$ cat src/rtl/pe_dot_sequencer.sv
// Job-level controller for a carry-save MAC PE: streams operand pairs into the PE,
// aligns its accumulator clear, and returns the resolved signed dot product.
module pe_dot_sequencer #(
  parameter int ACC_WIDTH = 26,
  parameter int LEN_WIDTH = 16
) (
  input  logic                   clk,
  input  logic                   rst_n,
  input  logic                   start,
  input  logic [LEN_WIDTH-1:0]   cfg_len,
  output logic                   busy,
  input  logic                   in_valid,
  output logic                   in_ready,
  input  logic [1:0]             in_pos,
  input  logic [7:0]             in_b,
  output logic [1:0]             pe_encoder_position,
  output logic [7:0]             pe_operand_b,
  output logic                   pe_clr,
  input  logic [2*ACC_WIDTH-1:0] pe_result,
  output logic                   out_valid,
  input  logic                   out_ready,
  output logic [ACC_WIDTH-1:0]   out_data
);

  // Handshakes: an element transfers on a rising edge where in_valid && in_ready;
  // a result transfers on a rising edge where out_valid && out_ready. Valids hold
  // their payload stable until the transfer.
  typedef enum logic [1:0] {IDLE, STREAM, DRAIN, OUT} state_t;

  localparam logic [LEN_WIDTH-1:0] LEN_ONE = 1;

  state_t               state;
  state_t               state_next;
  logic [LEN_WIDTH-1:0] len_q;
  logic [LEN_WIDTH-1:0] count;
  logic [1:0]           drain_cnt;
  logic                 first_d1;
  logic                 first_d2;
  logic                 accept;
  logic                 last_accept;
  logic                 drain_done;

  assign accept      = (state == STREAM) && in_valid;
  assign last_accept = accept && ((count + LEN_ONE) == len_q);
  assign drain_done  = (state == DRAIN) && (drain_cnt == 2'd2);

  assign busy     = (state != IDLE);
  assign in_ready = (state == STREAM);
  // The PE applies clr to the accumulate that consumes its registered operand,
  // so the first-element tag is delayed one stage past the pe_* registers.
  assign pe_clr   = ~first_d2;

  always_ff @(posedge clk or negedge rst_n) begin
    if (!rst_n) begin
      state <= IDLE;
    end else begin
      state <= state_next;
    end
  end

  always_comb begin
    state_next = state;
    case (state)
      IDLE: begin
        if (start) begin
          state_next = (cfg_len == '0) ? OUT : STREAM;
        end
      end
      STREAM: begin
        if (last_accept) begin
          state_next = DRAIN;
        end
      end
      DRAIN: begin
        if (drain_done) begin
          state_next = OUT;
        end
      end
      OUT: begin
        if (out_ready) begin
          state_next = IDLE;
        end
      end
      default: state_next = IDLE;
    endcase
  end

  always_ff @(posedge clk or negedge rst_n) begin
    if (!rst_n) begin
      pe_encoder_position <= 2'd1;
      pe_operand_b        <= 8'd0;
      first_d1            <= 1'b0;
      first_d2            <= 1'b0;
      len_q               <= '0;
      count               <= '0;
      drain_cnt           <= 2'd0;
      out_valid           <= 1'b0;
      out_data            <= '0;
    end else begin
      // Anything other than an accepted element is a zero-contribution bubble (+1 * 0).
      pe_encoder_position <= accept ? in_pos : 2'd1;
      pe_operand_b        <= accept ? in_b : 8'd0;
      first_d1            <= accept && (count == '0);
      first_d2            <= first_d1;
      case (state)
        IDLE: begin
          if (start) begin
            len_q     <= cfg_len;
            count     <= '0;
            drain_cnt <= 2'd0;
            if (cfg_len == '0) begin
              out_data  <= '0;
              out_valid <= 1'b1;
            end
          end
        end
        STREAM: begin
          if (accept) begin
            count <= count + LEN_ONE;
          end
        end
        DRAIN: begin
          drain_cnt <= drain_cnt + 2'd1;
          if (drain_done) begin
            out_data  <= pe_result[2*ACC_WIDTH-1:ACC_WIDTH] + pe_result[ACC_WIDTH-1:0];
            out_valid <= 1'b1;
          end
        end
        OUT: begin
          if (out_ready) begin
            out_valid <= 1'b0;
          end
        end
        default: ;
      endcase
    end
  end

endmodule

$ cat config.mk
export PLATFORM = sky130hd
export DESIGN_NAME = pe_dot_sequencer
export DESIGN_NICKNAME = d
export VERILOG_FILES = /design/src/rtl/pe_dot_sequencer.sv
export SDC_FILE = /design/constraint.sdc
export NUM_CORES = 1
export LEC_CHECK = 0
export ABC_AREA = 1
export CAP_MARGIN = 15
export CORE_MARGIN = 2
export CORE_UTILIZATION = 56
export CTS_BUF_LIST = sky130_fd_sc_hd__clkbuf_8
export CTS_CLUSTER_SIZE = 12
export DETAILED_ROUTE_END_ITERATION = 8
export HOLD_SLACK_MARGIN = 0.12
export PLACE_DENSITY = 0.92
export REMOVE_ABC_BUFFERS = 1
export SYNTH_ARGS = -nofsm -noshare
export SYNTH_HDL_FRONTEND = slang
export SYNTH_SLANG_ARGS = --single-unit
$ cat constraint.sdc
create_clock -name clk -period 4.3 [get_ports clk]
set_clock_uncertainty 0.1 [all_clocks]
set_input_delay 1.075 -clock clk [delete_from_list [all_inputs] [get_ports clk]]
set_output_delay 1.075 -clock clk [all_outputs]
set_load 0.02 [all_outputs]
* Word-level counts from Yosys, hierarchy flattened
Index checks and enable logic that the tools add are counted.
Cells by class: $add $sub $neg 3, eq/ne operators 11, multiplexer cells 22, bitwise operators 1, reductions and logical operators 17
Operators by type and width (number):
- $mux W26 | 3
- $pmux W26 S2 | 1
- $logic_not A16 Y1 | 2
- $mux W16 | 2
- $pmux W16 S2 | 1
- $add A26 B26 Y26 | 1
- $add A16 B1 Y16 const B | 1
- $eq A16 B16 Y1 | 1
- $mux W2 | 7
- $mux W8 | 1
- $ne A2 B2 Y1 const B | 4
- $pmux W2 S4 | 1
- $reduce_and A4 Y1 | 2
- $eq A2 B2 Y1 const B | 3
- $reduce_bool A2 Y1 | 3
- $reduce_and A5 Y1 | 1
- $logic_and A1 B1 Y1 | 4
- $mux W1 | 4
- $ne A2 B1 Y1 const B | 2
- $pmux W2 S2 | 1
- $reduce_and A2 Y1 | 2
- $pmux W1 S3 | 1
- $reduce_and A3 Y1 | 1
- $reduce_bool A3 Y1 | 1
- other kinds (4) | 4
Word-level totals: flip-flop bits (word level) 75, input port bits 83, logic and storage cells 64

* Longest topological paths before layout
Gate-level depths: netlist (run 1).
word-level depth 5, depth in mapped cells 16, depth with buffers taken out 16

* Worst setup path after synthesis (run 1)
No wires, ideal clock.
path type input -> register, from in pe_result[0], to reg out_data[12], arrival 2.645 ns, required time 4.083 ns, path slack 1.438 ns, stages 10, path buffers 0, cell sequence ha_1 > inv_1 > fa_1 > o21ai_1 > a21oi_1 > o21ai_2 > a21oi_1 > or2_2 > nand3_1 > nand2_1
Between the ends: cells in the longest elaborated chain, start to end 3
Ends and longest elaborated chain:
- start: declaration | RTL line 19 | input logic [2*ACC_WIDTH-1:0] pe_result,
- $add A26 B26 Y26 | RTL line 125 | out_data <= pe_result[2*ACC_WIDTH-1:ACC_WIDTH] + pe_result[ACC_WIDTH-1:0];
- $mux W26 | RTL line 124 | if (drain_done) begin
- $pmux W26 S2 | RTL line 105 | case (state)
- end signal: assignment | RTL line 125
- end: declaration | RTL line 22 | output logic [ACC_WIDTH-1:0] out_data
No other way between the ends. The select of a mux whose other input is x is not followed. A chain may end at the register's enable or synchronous reset.

* Final worst setup path (run 1)
from in cfg_len[0], to reg out_data[7]
Between the ends: cells in the longest elaborated chain, start to end 3
Ends and longest elaborated chain:
- start: declaration | RTL line 10 | input logic [LEN_WIDTH-1:0] cfg_len,
- $logic_not A16 Y1 | RTL line 111 | if (cfg_len == '0) begin
- $ne A2 B2 Y1 (no source line)
- $reduce_and A4 Y1 (no source line)
No other way between the ends.

==> out/results.ini, run 1 <==
[sta]
finalHoldViolCount = 0
holdWs_ns = 0.2658
tightest_slew_ns = 0.9404
fin_tns_setup_ns = 0
setup_violations = 0
fmax_mhz = 304.9
maxSlewViolCount = 0
rsz0062_at_grt = false
slew-limit-headroom_pct = 37.31
fin_crit_sh_pct = 76.27
finalCriticalPeriod_ns = 3.280

[power]
power_frac_comb_pct = 44.8
switching_share_pct = 41.25
ir_drop_mv = 0.2033
power_density_nw_per_um2 = 432.4
power_switching_mw = 1.163
clockPowerShare_pct = 17.7
p_seq_share_pct = 37.4
p_int_mw = 1.657
p_leak_nw = 3.175

[final_layout]
diodes = 0
drive_gt1_share_pct = 5.282
final-seq-area_sq_um = 1878
final_nets = 945
area_growth_pct = 30.20
multi_input_area_sq_um = 2728
fillers = 673

[floorplan]
ioPinCount = 123
core.rowCount = 34
initial_core_util_pct = 57.71
core_region_area_sq_um = 8678
design.die.area_sq_um = 9716
die_w_um = 98.57
die_h_um = 98.57

[logic_synthesis]
synth_top_area_share_pct = 36.97
synth_top_cell_by_area = dfrtp_1
synth_area_per_cell_sq_um = 7.145
synth_edf_count = 0
mappedNetlistArea_sq_um = 5009
synth.area.top_cells = dfrtp_1, nand2_1, ha_1
yosysUniqueCellTypes = 41
synth_seq_cells = 75
synthCells = 701
async_reset_ff_share_pct = 100.0
ys.warnings.count = 0
ys.flop_type = dfrtp_1
ys_seq_area_share_pct = 37.50
synth_commonest_cells = nand2_1, inv_1, dfrtp_1, nor2_1, o21ai_0
yosysMostFrequentCell = nand2_1

[critical_path]
cp.arrival_ns = 3.45
reg2regPathDepth = 9
cp_max_fo = 27
cp-end-kind = flop
ff2ff_setup_slack_ns = 1.63
path_class = in2reg
required_ns = 4.47
worstSetupStartpointType = input port

[global_route]
antenna_found_initial = 0
grt_pass1_vias = 5269
grt_max_degree = 76
grt_use_total_pct = 29.55
gr-total-overflow = 0
grt_pass1_wl_mm = 23.31

[clock_tree]
cts_tree = yes
clock_path_buffers = 2
clkTransAtPathRegs_ns = 0.08
htree_num_levels = 3
cts_inserted_buffers = 9
post_cts_buffers = 0
ctsHoldBuffers = 0
cts.sinks = 75
cts_resized = 0
cts_root_buffer = clkbuf_8
clk_latency_ns = 0.36

[drt]
vias = 5165
drtAntennaViolNets = 0
drc = 0
viasPerCell = 5.489
wl_mm = 14.13
wire_per_inst_um = 15.01
first_pass_iters = 5
drtIter0Drc = 314

[run]
max-cap-violations = 0

[status]
outcome = complete, no violations

[place]
gp_congestion = 0.9411
dpl.hpwl_mm = 11.15
port_buffers = 122

[hold_path]
hold_depth = 0
hp-class = reg2reg

==> layout by cell type (no fill, tap or decap), types with 3 or more instances in the layout <==
| master | Yosys | layout |
|---|---|---|
| nand2_1 | 209 | 209 |
| clkdlybuf4s50_1 | 0 | 121 |
| inv_1 | 94 | 94 |
| dfrtp_1 | 74 | 74 |
| nor2_1 | 58 | 58 |
| o21ai_0 | 52 | 52 |
| nand3_1 | 45 | 45 |
| ha_1 | 33 | 33 |
| a21oi_1 | 29 | 29 |
| nand4_1 | 14 | 14 |
| o22ai_1 | 13 | 13 |
| clkbuf_8 | 0 | 10 |
| or2_2 | 9 | 9 |
| nand3b_1 | 9 | 9 |
| xor2_1 | 6 | 6 |
| nand2_2 | 5 | 5 |
| xnor2_1 | 5 | 5 |
| o21ai_1 | 4 | 4 |
| nor3_1 | 4 | 4 |
| buf_4 | 0 | 4 |
| a21o_1 | 3 | 3 |
| clkinvlp_4 | 0 | 3 |
==> state kept, by name, summed over array words and instances, names as in the netlist <==
signal / count
first_d1: 1
first_d2: 1
len_q: 16
out_data: 26
state: 2
drain_cnt: 2
pe_encoder_position: 2
out_valid: 1
pe_operand_b: 8
count: 16
==> cell type report <==
| class | count | area share (%) |
|---|---|---|
| clock buffers | 10 | 2.111 |
| repair buffers | 125 | 19.03 |
| flip-flops and latches | 75 | 28.80 |
| multi-input cells | 521 | 41.83 |
| well taps | 108 | 2.072 |
| inverters | 96 | 5.526 |
| clock inverters | 6 | 0.6332 |
==> stage by stage <==
stage	util [%]	instances	instance area (sq um)	setup WS, ns	power (mW)
2_1_floorplan	-	692	4966	1.437	1.761
3_3_place_gp	73.08	925	6342	0.7663	2.261
3_5_place_dp	73.08	925	6342	0.6435	2.315
4_1_cts	75.14	941	6521	1.000	2.812
5_1_grt	75.14	941	6521	0.7618	2.996
6_report	75.14	941	6521	1.020	2.820
==> metal layers <==
layer	track usage [%]	wire length, um	vias up
met5	0	0	-
met1	33.46	5468	2393
met2	54.26	7324	209
li1	-	-	2529
met4	12.33	452	0
met3	5.674	882	34
==> cell families (layout without fill, tap and decap cells) <==
family	after synthesis	after routing	synth area share, %
xor+xnor	11	11	1.924
buf+inv	105	237	8.044
fa+ha+maj	34	34	8.644
flops	75	75	37.50
simple gates	364	364	31.60
compound gates	112	112	12.29
==> power by group through the flow <==
stage               clock, mW  combinational [mW]  sequential, mW
global route            0.535                1.38            1.08
CTS                     0.500                1.26            1.05
detailed placement          0                1.25            1.06
floorplan                   0               0.627            1.13
global placement            0                1.21            1.05
finish                  0.500                1.26            1.06
==> path summary, 6_finish.rpt <==
check | from | endpoint
setup / recovery | cfg_len[0] | out_data[7]
hold / removal | first_d1 | first_d2
setup reg to reg | state[0] | count[10]
hold reg to reg | first_d1 | first_d2
max in group asynchronous | rst_n | out_data[16]
min in group asynchronous | rst_n | pe_operand_b[0]
==> critical path, cell delays in order <==
cell and delay (ns):
clkdlybuf4s50_1 0.39, inv_1 0.08, nand4_1 0.17, nor4_2 0.35, nand2_1 0.15, o21ai_2 0.09, nand2_2 0.33, nor2_4 0.47
inv_2 0.15, o21ai_0 0.19
(Power assumes the default switching activity.)
==> run 2, diff against run 1 <==
- CORE_UTILIZATION: 56 -> 47
- PLACE_DENSITY: 0.92 -> 0.83
- clock period: 4.3 -> 2.9 ns (I/O delays scaled with it)
==> run 2 against run 1 <==
  * Global-route usage decreased by 5.2 points
  * Critical path type unchanged
  * Via count shrank 1.5%
  * Sequential power rose by 45%
  * Total power increased by 54%
  * Largest power group unchanged
  * Largest cell class unchanged
  * Combinational power rose by 52%
  * Worst hold slack lost 0.068 ns
  * Clock-buffer cell count did not move
==> out/results.ini, run 2 (same netlist as run 1, synthesis figures left out) <==
[status]
outcome = complete, no violations

[global_route]
grt_max_degree = 45
antenna_found_initial = 0
grt_pass1_wl_mm = 22.31
gr-total-overflow = 0
grt_pass1_vias = 5101
grt_use_total_pct = 24.32

[clock_tree]
cts.sinks = 75
clock_path_buffers = 2
clkTransAtPathRegs_ns = 0.09
ctsHoldBuffers = 0
htree_num_levels = 3
clk_latency_ns = 0.36
cts_tree = yes
cts_inserted_buffers = 9
cts_root_buffer = clkbuf_8

[floorplan]
core_region_area_sq_um = 10320
core.rowCount = 37
initial_core_util_pct = 48.52
die_w_um = 107.2
design.die.area_sq_um = 11500
die_h_um = 107.2
ioPinCount = 123

[drt]
drc = 0
wl_mm = 13.39
drtAntennaViolNets = 0
viasPerCell = 5.133
first_pass_iters = 5
wire_per_inst_um = 13.51
drtIter0Drc = 301
vias = 5087

[final_layout]
final_nets = 967
largestRegisters = out_data: 26 flops, count: 16 flops, len_q: 16 flops
diodes = 0
layout_commonest_cell = nand2_1
final_core_util_pct = 65.81
drive_gt1_share_pct = 7.836
largest_register_ffs = 26
instances_no_fill = 991
regMostFlops = out_data
area_growth_pct = 35.65
layout_common_cells = nand2_1, clkdlybuf4s50_1, inv_1, dfrtp_1, nor2_1

[critical_path]
path_class = in2reg
cp_max_fo = 4
cp.arrival_ns = 2.83
cp-end-kind = flop
worstSetupStartpointType = input port
reg2regPathDepth = 14
required_ns = 3.04

[sta]
fmax_mhz = 371.9
finalCriticalPeriod_ns = 2.689
tightest_slew_ns = 0.4069
setup_violations = 0
slew-limit-headroom_pct = 72.49
finalHoldViolCount = 0
rsz0062_at_grt = false
fin_crit_sh_pct = 92.71
fin_tns_setup_ns = 0
maxSlewViolCount = 0

[place]
dpl.hpwl_mm = 10.64
place_inst = 975
gp_congestion = 0.9122
port_buffers = 122

[power]
p_leak_nw = 3.319
ir_drop_mv = 0.3628
power_density_nw_per_um2 = 639.0

[hold_path]
hp-class = in2async

[run]
max-cap-violations = 0

[run 2: metrics by stage]
stage / hold WS [ns] / cell area, sq um / setup WS [ns] / power, mW
floorplan: 0.2312 / 4966 / 0.3874 / 2.611
global placement: 0.2327 / 6568 / -0.1254 / 3.409
detailed placement: 0.2457 / 6568 / -0.1654 / 3.467
CTS: 0.1963 / 6787 / 0.1444 / 4.369
global route: 0.2124 / 6794 / 0.03993 / 4.651
finish: 0.1974 / 6794 / 0.2113 / 4.341
[run 2: worst max-delay path, stage by stage]
cell	delay, ns
clkdlybuf4s50_1	0.46
ha_1	0.16
inv_1	0.05
fa_1	0.42
o21ai_2	0.19
a21oi_2	0.10
o21ai_2	0.16
nand2_1	0.07
nand2_1	0.12
nand2_1	0.09
nand2_1	0.06
nand2_1	0.05
nand3_1	0.10
nand2_1	0.06
[run 2: area by class of cell]
class                           count  area [sq um]
Sequential cell                    75          1878
Clock inverter                      6         81.33
Timing Repair Buffer              147          1431
Clock buffer                       10         137.6
Tap cell                          136         170.2
Multi-Input combinational cell    521          2735
Inverter                           96         360.3
Fill cell                         919          3530
[run 2: worst paths after layout]
path                       slack, ns           end    startpoint
max                             0.21  out_data[24]  pe_result[0]
min                             0.20      len_q[0]         rst_n
max reg2reg                     0.70      state[1]      count[0]
min reg2reg                     0.26      first_d2      first_d1
max in group asynchronous       1.93     count[13]         rst_n
min in group clk                0.26      first_d2      first_d1
[run 2: timing repair]
| action | CTS | global route |
|---|---|---|
| buffers inserted | 0 | 0 |
| endpoints found under the setup margin | 0 | 2 |
| endpoints found under the hold margin | 0 | 0 |
| gates resized for setup | 0 | 2 |
[run 2: metal layers]
metal	track usage, %	share of wire [%]	vias up
met5	0	0	-
met4	8.442	2.0	0
met3	4.559	6.4	26
met2	43.72	50	175
met1	28.92	42	2315
li1	-	-	2571
[run 2: report_power, final]
group          internal, mW  switching (mW)  leakage, nW  total, mW
sequential             1.34           0.204        0.999       1.54
combinational         0.839            1.07         2.21       1.91
clock                 0.502           0.387        0.113      0.889
total                  2.68            1.66         3.32       4.34
==> run 3, diff against run 2 <==
- HOLD_SLACK_MARGIN: 0.12 -> 0.08
==> results of run 3 <==
No change in the layout: final DEF, timing and power equal those of run 2.
